[src/rtl/stack_cpu_pkg.sv]
// Shared types for the stack CPU: opcodes, sequencer states and error codes.
package stack_cpu_pkg;

  typedef enum logic [15:0] {
    OP_NOP  = 16'h0000,
    OP_IMM  = 16'h0002,
    OP_DUP  = 16'h0003,
    OP_DROP = 16'h0004,
    OP_HALT = 16'h00FF,
    OP_JMP  = 16'h1000,
    OP_JZ   = 16'h1001,
    OP_ADD  = 16'h2000,
    OP_SUB  = 16'h2001,
    OP_AND  = 16'h2002,
    OP_OR   = 16'h2003,
    OP_XOR  = 16'h2004
  } opcode_t;

  typedef enum logic [2:0] {
    S_FETCH, S_DECODE, S_OPER, S_RD_A, S_RD_B, S_WRITE, S_HALT, S_ERROR
  } state_t;

  localparam logic [1:0] ERR_NONE = 2'd0;
  localparam logic [1:0] ERR_OVF  = 2'd1;
  localparam logic [1:0] ERR_UNF  = 2'd2;
  localparam logic [1:0] ERR_ILL  = 2'd3;

endpackage

[src/rtl/stack_cpu_core_if.sv]
// ROM fetch port and stack RAM port of the stack CPU.
interface stack_cpu_core_if #(
  parameter int DATA_W = 16,
  parameter int ADDR_W = 16
);
  // No valid/ready here: memories return read data a fixed latency after the
  // address changes, and ram_wren is a one-cycle strobe qualifying ram_addr/ram_data.
  logic [ADDR_W-1:0] rom_addr;
  logic [DATA_W-1:0] rom_q;
  logic [ADDR_W-1:0] ram_addr;
  logic [DATA_W-1:0] ram_q;
  logic              ram_wren;
  logic [DATA_W-1:0] ram_data;

  modport master (output rom_addr, ram_addr, ram_wren, ram_data,
                  input  rom_q, ram_q);
  modport slave  (input  rom_addr, ram_addr, ram_wren, ram_data,
                  output rom_q, ram_q);
endinterface

[src/rtl/stack_cpu_alu.sv]
// Combinational ALU for the binary stack ops; a is TOS, b is NOS.
module stack_cpu_alu
  import stack_cpu_pkg::*;
#(
  parameter int DATA_W = 16
) (
  input  logic [DATA_W-1:0] a,
  input  logic [DATA_W-1:0] b,
  input  opcode_t           opcode,
  output logic [DATA_W-1:0] y
);
  always_comb begin
    y = '0;
    case (opcode)
      OP_ADD:  y = a + b;
      OP_SUB:  y = a - b;
      OP_AND:  y = a & b;
      OP_OR:   y = a | b;
      OP_XOR:  y = a ^ b;
      default: y = '0;
    endcase
  end
endmodule

[src/rtl/stack_cpu_core.sv]
// Stack-machine sequencer: fetches from ROM, keeps the operand stack in RAM,
// flags over/underflow and illegal opcodes into a sticky error state.
module stack_cpu_core
  import stack_cpu_pkg::*;
#(
  parameter int DATA_W      = 16,
  parameter int ADDR_W      = 16,
  parameter int STACK_BASE  = 0,
  parameter int STACK_DEPTH = 256,
  parameter int ROM_LAT     = 2,
  parameter int RAM_LAT     = 1
) (
  input  logic              clock,
  input  logic              reset_n,
  stack_cpu_core_if.master  mem,
  output logic [ADDR_W-1:0] pc_out,
  output logic [ADDR_W-1:0] sp_out,
  output logic [DATA_W-1:0] result,
  output logic              result_valid,
  output logic              halted,
  output logic              error,
  output logic [1:0]        err_code,
  output state_t            dbg_state
);
  localparam int CNT_W = $clog2((ROM_LAT > RAM_LAT ? ROM_LAT : RAM_LAT) + 1);
  localparam logic [CNT_W-1:0]  ROM_LAST = CNT_W'(ROM_LAT - 1);
  localparam logic [CNT_W-1:0]  RAM_LAST = CNT_W'(RAM_LAT - 1);
  localparam logic [ADDR_W:0]   DEPTH    = (ADDR_W + 1)'(STACK_DEPTH);
  localparam logic [ADDR_W-1:0] BASE     = ADDR_W'(STACK_BASE);
  localparam logic [ADDR_W-1:0] ONE      = ADDR_W'(1);
  localparam logic [ADDR_W-1:0] TWO      = ADDR_W'(2);

  state_t            state, state_n;
  logic [ADDR_W-1:0] pc, pc_n, sp, sp_n, opnd, opnd_n, ram_addr_q, ram_addr_n;
  logic [DATA_W-1:0] ir, ir_n, a, a_n, ram_data_q, ram_data_n, result_q, result_n;
  logic [CNT_W-1:0]  cnt, cnt_n;
  logic              wren_q, wren_n, rv_q, rv_n, halted_q, halted_n, error_q, error_n;
  logic [1:0]        err_q, err_n, fault;
  logic [DATA_W-1:0] alu_y;
  logic [15:0]       op;
  logic [ADDR_W-1:0] tos_addr, nos_addr, push_addr;
  logic              upper_bad, rom_done, ram_done, sp_empty, sp_full, sp_lt2;

  assign op        = ir[15:0];
  assign upper_bad = (ir >> 16) != '0;
  assign tos_addr  = BASE + sp - ONE;
  assign nos_addr  = BASE + sp - TWO;
  assign push_addr = BASE + sp;
  assign rom_done  = (cnt == ROM_LAST);
  assign ram_done  = (cnt == RAM_LAST);
  assign sp_empty  = (sp == '0);
  assign sp_full   = ({1'b0, sp} >= DEPTH);
  assign sp_lt2    = (sp < TWO);

  // NOS goes straight from ram_q into the ALU so the sum is ready as WRITE begins.
  stack_cpu_alu #(.DATA_W(DATA_W)) u_alu (
    .a(a), .b(mem.ram_q), .opcode(opcode_t'(op)), .y(alu_y)
  );

  always_ff @(posedge clock or negedge reset_n) begin
    if (!reset_n) begin
      state <= S_FETCH;   pc <= '0;       sp <= '0;        ir <= '0;
      opnd <= '0;         a <= '0;        cnt <= '0;       ram_addr_q <= '0;
      ram_data_q <= '0;   wren_q <= 1'b0; result_q <= '0;  rv_q <= 1'b0;
      halted_q <= 1'b0;   error_q <= 1'b0; err_q <= ERR_NONE;
    end else begin
      state <= state_n;   pc <= pc_n;     sp <= sp_n;      ir <= ir_n;
      opnd <= opnd_n;     a <= a_n;       cnt <= cnt_n;    ram_addr_q <= ram_addr_n;
      ram_data_q <= ram_data_n; wren_q <= wren_n; result_q <= result_n; rv_q <= rv_n;
      halted_q <= halted_n; error_q <= error_n; err_q <= err_n;
    end
  end

  always_comb begin
    state_n = state;  pc_n = pc;  sp_n = sp;  ir_n = ir;  opnd_n = opnd;  a_n = a;
    cnt_n = '0;  ram_addr_n = ram_addr_q;  ram_data_n = ram_data_q;  wren_n = 1'b0;
    result_n = result_q;  rv_n = 1'b0;  halted_n = halted_q;  error_n = error_q;
    err_n = err_q;  fault = ERR_NONE;
    case (state)
      S_FETCH:
        if (rom_done) begin ir_n = mem.rom_q; state_n = S_DECODE; end
        else cnt_n = cnt + 1'b1;
      S_DECODE: begin
        if (upper_bad) fault = ERR_ILL;
        else case (op)
          OP_NOP:  begin pc_n = pc + ONE; state_n = S_FETCH; end
          OP_JMP:  state_n = S_OPER;
          OP_JZ:   if (sp_empty) fault = ERR_UNF; else state_n = S_OPER;
          OP_IMM:  if (sp_full) fault = ERR_OVF; else state_n = S_OPER;
          OP_DUP:
            if (sp_empty) fault = ERR_UNF;
            else if (sp_full) fault = ERR_OVF;
            else begin ram_addr_n = tos_addr; state_n = S_RD_A; end
          OP_DROP:
            if (sp_empty) fault = ERR_UNF;
            else begin sp_n = sp - ONE; pc_n = pc + ONE; state_n = S_FETCH; end
          OP_HALT: begin halted_n = 1'b1; state_n = S_HALT; end
          OP_ADD, OP_SUB, OP_AND, OP_OR, OP_XOR:
            if (sp_lt2) fault = ERR_UNF;
            else begin ram_addr_n = tos_addr; state_n = S_RD_A; end
          default: fault = ERR_ILL;
        endcase
        if (fault != ERR_NONE) begin
          err_n = fault; error_n = 1'b1; state_n = S_ERROR;
        end
      end
      S_OPER:
        if (!rom_done) cnt_n = cnt + 1'b1;
        else case (op)
          OP_JMP: begin pc_n = ADDR_W'(mem.rom_q); state_n = S_FETCH; end
          OP_JZ:  begin opnd_n = ADDR_W'(mem.rom_q); ram_addr_n = tos_addr; state_n = S_RD_A; end
          default: begin
            ram_addr_n = push_addr; ram_data_n = mem.rom_q; wren_n = 1'b1;
            result_n = mem.rom_q; rv_n = 1'b1; state_n = S_WRITE;
          end
        endcase
      S_RD_A:
        if (!ram_done) cnt_n = cnt + 1'b1;
        else begin
          a_n = mem.ram_q;
          case (op)
            OP_JZ: begin
              sp_n = sp - ONE;
              pc_n = (mem.ram_q == '0) ? opnd : pc + TWO;
              state_n = S_FETCH;
            end
            OP_DUP: begin
              ram_addr_n = push_addr; ram_data_n = mem.ram_q; wren_n = 1'b1;
              result_n = mem.ram_q; rv_n = 1'b1; state_n = S_WRITE;
            end
            default: begin ram_addr_n = nos_addr; state_n = S_RD_B; end
          endcase
        end
      S_RD_B:
        if (!ram_done) cnt_n = cnt + 1'b1;
        else begin
          ram_data_n = alu_y; wren_n = 1'b1; result_n = alu_y; rv_n = 1'b1;
          state_n = S_WRITE;
        end
      S_WRITE: begin
        case (op)
          OP_IMM:  begin sp_n = sp + ONE; pc_n = pc + TWO; end
          OP_DUP:  begin sp_n = sp + ONE; pc_n = pc + ONE; end
          default: begin sp_n = sp - ONE; pc_n = pc + ONE; end
        endcase
        state_n = S_FETCH;
      end
      S_HALT, S_ERROR: state_n = state;
      default: state_n = S_FETCH;
    endcase
  end

  assign mem.rom_addr = (state == S_OPER) ? pc + ONE : pc;
  assign mem.ram_addr = ram_addr_q;
  assign mem.ram_data = ram_data_q;
  assign mem.ram_wren = wren_q;
  assign pc_out       = pc;
  assign sp_out       = sp;
  assign result       = result_q;
  assign result_valid = rv_q;
  assign halted       = halted_q;
  assign error        = error_q;
  assign err_code     = err_q;
  assign dbg_state    = state;
endmodule

[src/flat_wrapper.sv]
// flat-port wrapper written by rule: the top's interface ports become plain ports
module stack_cpu_core_flat import stack_cpu_pkg::*;
#(
  parameter int DATA_W      = 16,
  parameter int ADDR_W      = 16,
  parameter int STACK_BASE  = 0,
  parameter int STACK_DEPTH = 256,
  parameter int ROM_LAT     = 2,
  parameter int RAM_LAT     = 1
)
  (clock, reset_n, pc_out, sp_out, result, result_valid, halted, error, err_code, dbg_state, mem_rom_addr, mem_ram_addr, mem_ram_wren, mem_ram_data, mem_rom_q, mem_ram_q);
  stack_cpu_core_if #(.DATA_W(DATA_W), .ADDR_W(ADDR_W)) mem_i ();
  input  logic clock;
  input  logic reset_n;
  output logic [ADDR_W-1:0] pc_out;
  output logic [ADDR_W-1:0] sp_out;
  output logic [DATA_W-1:0] result;
  output logic result_valid;
  output logic halted;
  output logic error;
  output logic [1:0] err_code;
  output state_t dbg_state;
  output wire logic [$bits(mem_i.rom_addr)-1:0] mem_rom_addr;
  output wire logic [$bits(mem_i.ram_addr)-1:0] mem_ram_addr;
  output wire logic [$bits(mem_i.ram_wren)-1:0] mem_ram_wren;
  output wire logic [$bits(mem_i.ram_data)-1:0] mem_ram_data;
  input wire logic [$bits(mem_i.rom_q)-1:0] mem_rom_q;
  input wire logic [$bits(mem_i.ram_q)-1:0] mem_ram_q;
  assign mem_rom_addr = mem_i.rom_addr;
  assign mem_ram_addr = mem_i.ram_addr;
  assign mem_ram_wren = mem_i.ram_wren;
  assign mem_ram_data = mem_i.ram_data;
  assign mem_i.rom_q = mem_rom_q;
  assign mem_i.ram_q = mem_ram_q;
  stack_cpu_core #(.DATA_W(DATA_W), .ADDR_W(ADDR_W), .STACK_BASE(STACK_BASE), .STACK_DEPTH(STACK_DEPTH), .ROM_LAT(ROM_LAT), .RAM_LAT(RAM_LAT)) u_core (.clock(clock), .reset_n(reset_n), .mem(mem_i), .pc_out(pc_out), .sp_out(sp_out), .result(result), .result_valid(result_valid), .halted(halted), .error(error), .err_code(err_code), .dbg_state(dbg_state));
endmodule
[config.mk]
export PLATFORM = sky130hd
export DESIGN_NAME = stack_cpu_core_flat
export DESIGN_NICKNAME = d
export VERILOG_FILES = /design/src/rtl/stack_cpu_pkg.sv /design/src/rtl/stack_cpu_core_if.sv /design/src/rtl/stack_cpu_alu.sv /design/src/rtl/stack_cpu_core.sv /design/src/flat_wrapper.sv
export SDC_FILE = /design/constraint.sdc
export NUM_CORES = 1
export LEC_CHECK = 0
export CELL_PAD_IN_SITES_DETAIL_PLACEMENT = 0
export CELL_PAD_IN_SITES_GLOBAL_PLACEMENT = 1
export CORE_MARGIN = 3
export CORE_UTILIZATION = 45
export DETAILED_ROUTE_END_ITERATION = 7
export PLACE_DENSITY = 0.92
export RECOVER_POWER = 100
export SLEW_MARGIN = 25
export SYNTH_ARGS = -nofsm -noshare
export SYNTH_HDL_FRONTEND = slang
export SYNTH_SLANG_ARGS = --single-unit
[constraint.sdc]
create_clock -name clock -period 9 [get_ports clock]
set_clock_uncertainty 0.1 [all_clocks]
set_input_delay 1.35 -clock clock [delete_from_list [all_inputs] [get_ports clock]]
set_output_delay 1.35 -clock clock [all_outputs]
set_load 0.02 [all_outputs]
==> metrics.cfg <==
[die]
die_h_um=152
initial_core_util=0.465
core_area_um2=20600
dieArea_um2=23000
pin_count=139
die_w_um=152
placementRows=52

[detailed_routing]
num_vias=9343
dr.pass1.iters=8
first_iter_violations=966
ant_nets=0
drt-total-wl_mm=30.4
drt-vias-per-instance=6.13
wl_per_cell_um=19.9
drc=0

[synth]
synth.most_common_cell=dfrtp_1
synthCells=1160
yosys.area_share.simple=0.191
synth_xor_area_frac=0.0651
netlist_area_um2=9560
ys_async_sr_fraction=1.00
synth_top_family_by_area=compound AO/OA/AOI/OAI gates
synth_compound_area_frac=0.237
synth_common_cells=dfrtp_1, nand2_1, nor2_1, o21ai_0, inv_1
synth_cell_type_count=77
ys.flop_type=dfrtp_1
synthTopCellsByArea=dfrtp_1, ha_1, o21ai_0
synth_top_cell_by_area=dfrtp_1
synth_top_area_share=0.319
synthMuxAreaShare=0.0386
seq_area_frac_synth=0.319
yosys.area_share.adder=0.0806
syn_area_per_cell_um2=8.24
yosysWarnings=0
synth_nets=1255
synth-edff-count=0
ys_seq_elements=122

[global_routing]
grt_overflow_total=0
grt_max_degree=77
grt_pass1_vias=8714
antenna_found_initial=0
grt_pass1_wl_mm=47.9
grt_usage=0.263

[place]
routabilityCongestion=0.942
io_buffers=138
dp.cells=1492
post_dp_cell_area_um2=11000
place_hpwl_mm=21.7

[clocking]
clk_pin_slew_ns=0.05
cts_buffers=17
tritoncts=yes
max-clock-path-buffers=2
post_cts_buffers=0
cts_sinks=122
cts_resized=0
h-tree-depth=4
worstSkewPairLatency_ns=0.42
postCtsHoldBufs=0
clockRootBuffer=clkbuf_16

[power]
vdd_drop_max_mv=0.167
p_leak_uw=0.00480
power_density_nw_per_um2=345

[cells_and_area]
final_area_um2=11500
final_net_count=1336
finish.utilization=0.558
final_cells=1523
n_fill_cell=1963
diodes=0
drive_gt1_frac=0.0638
synthToLayoutAreaGrowth_pct=19.9

[status]
failed_checks=capacitance limit, slew limit
status=complete, but fails checks

[min_path]
worstHoldPathType=reg2reg

[sta]
tightest_slew_ns=2.78
tns_ns=0
setup_viol=0
layout_min_cycle_time_ns=5.93
fin_crit_sh=0.659
drv_slew=129
finalHoldViolCount=0
relSlewSlack=-0.850
rsz0062_at_grt=false
max_clock_freq_mhz=169
whs_ns=0.354

[worst_setup_path]
crit_required_ns=7.55
crit_fanout=18
end_kind=output port
critPathLaunchType=flip-flop
arrival_ns=4.48
crit_type=reg2out

[flow_run]
max-cap-violations=4

[placed cells by master (no fill, tap or decap), drive strengths merged, types with 32 or more instances in the layout]
master / synthesis / final
a21oi: 63 / 63
dfrtp: 122 / 122
ha: 60 / 60
dlygate4sd3: 0 / 105
nor3: 39 / 39
nor2: 108 / 108
clkdlybuf4s50: 0 / 32
xnor2: 45 / 45
o21ai: 110 / 110
nand3: 34 / 34
nand2: 114 / 114
inv: 64 / 64
[cell type report]
type                            count  area [µm²]  share of cell area
Clock inverter                      8        95.1             0.00830
Inverter                           64         240              0.0210
Tap cell                          270         338              0.0295
Timing Repair Buffer              146        1420               0.124
Multi-Input combinational cell    890        5850               0.510
Sequential cell                   122        3050               0.266
Clock buffer                       23         468              0.0408
[routing by layer]
layer,GRT usage,wire length [µm]
met1,0.376,13700
met2,0.415,13700
met3,0.0413,2500
met4,0.0719,504
met5,0,0
[cells by family after synthesis]
group                      Yosys count
buffers and inverters              148
DFF                                122
adders and majority gates           61
xor gates and xnor gates            71
AOI/OAI and AO/OA                  342
and+or+nand+nor                    383
muxes                               33
[through the flow]
step	power, µW	worst slack, ns
after floorplan	2560	5.00
after global placement	3310	4.05
after detailed placement	3350	3.97
after CTS	4030	4.01
after global routing	4250	2.80
final	3960	3.07
[report_power, final]
group / leakage [µW] / switching (µW) / internal [µW]
Sequential: 0.00152 / 357 / 768
Clock: 0.000273 / 253 / 419
Combinational: 0.00301 / 1300 / 867
[worst paths after layout]
kind	from	endpoint	slack, ns	depth (start not counted)
setup / recovery	u_core.dbg_state[2]	mem_rom_addr[12]	3.07	7
hold / removal	u_core.error	u_core.error	0.35	1
setup reg to reg	u_core.ir[9]	u_core.pc_out[0]	3.93	7
hold reg to reg	u_core.error	u_core.error	0.35	1
max in group asynchronous	reset_n	u_core.halted	5.29	2
min in group asynchronous	reset_n	u_core.a[2]	1.71	1
[sequential cells by signal, indices dropped and copies added (netlist names)]
register             flops
u_core.a                16
u_core.cnt               2
u_core.dbg_state         3
u_core.err_code          2
u_core.error             1
u_core.halted            1
u_core.ir               16
u_core.mem.ram_addr     16
u_core.mem.ram_data     16
u_core.opnd             16
u_core.pc_out           16
u_core.result_valid      1
u_core.sp_out           16
[critical path, cell delays in order, from the launching register on]
cell	delay [ns]
dfrtp_1	0.54
nand2b_1	0.33
nor2_1	0.94
clkbuf_1	0.73
nand2_1	0.33
nor3_1	0.32
xor2_1	0.18
dlygate4sd3_1	0.69
No activity file was read; power rests on OpenSTA's default activity.
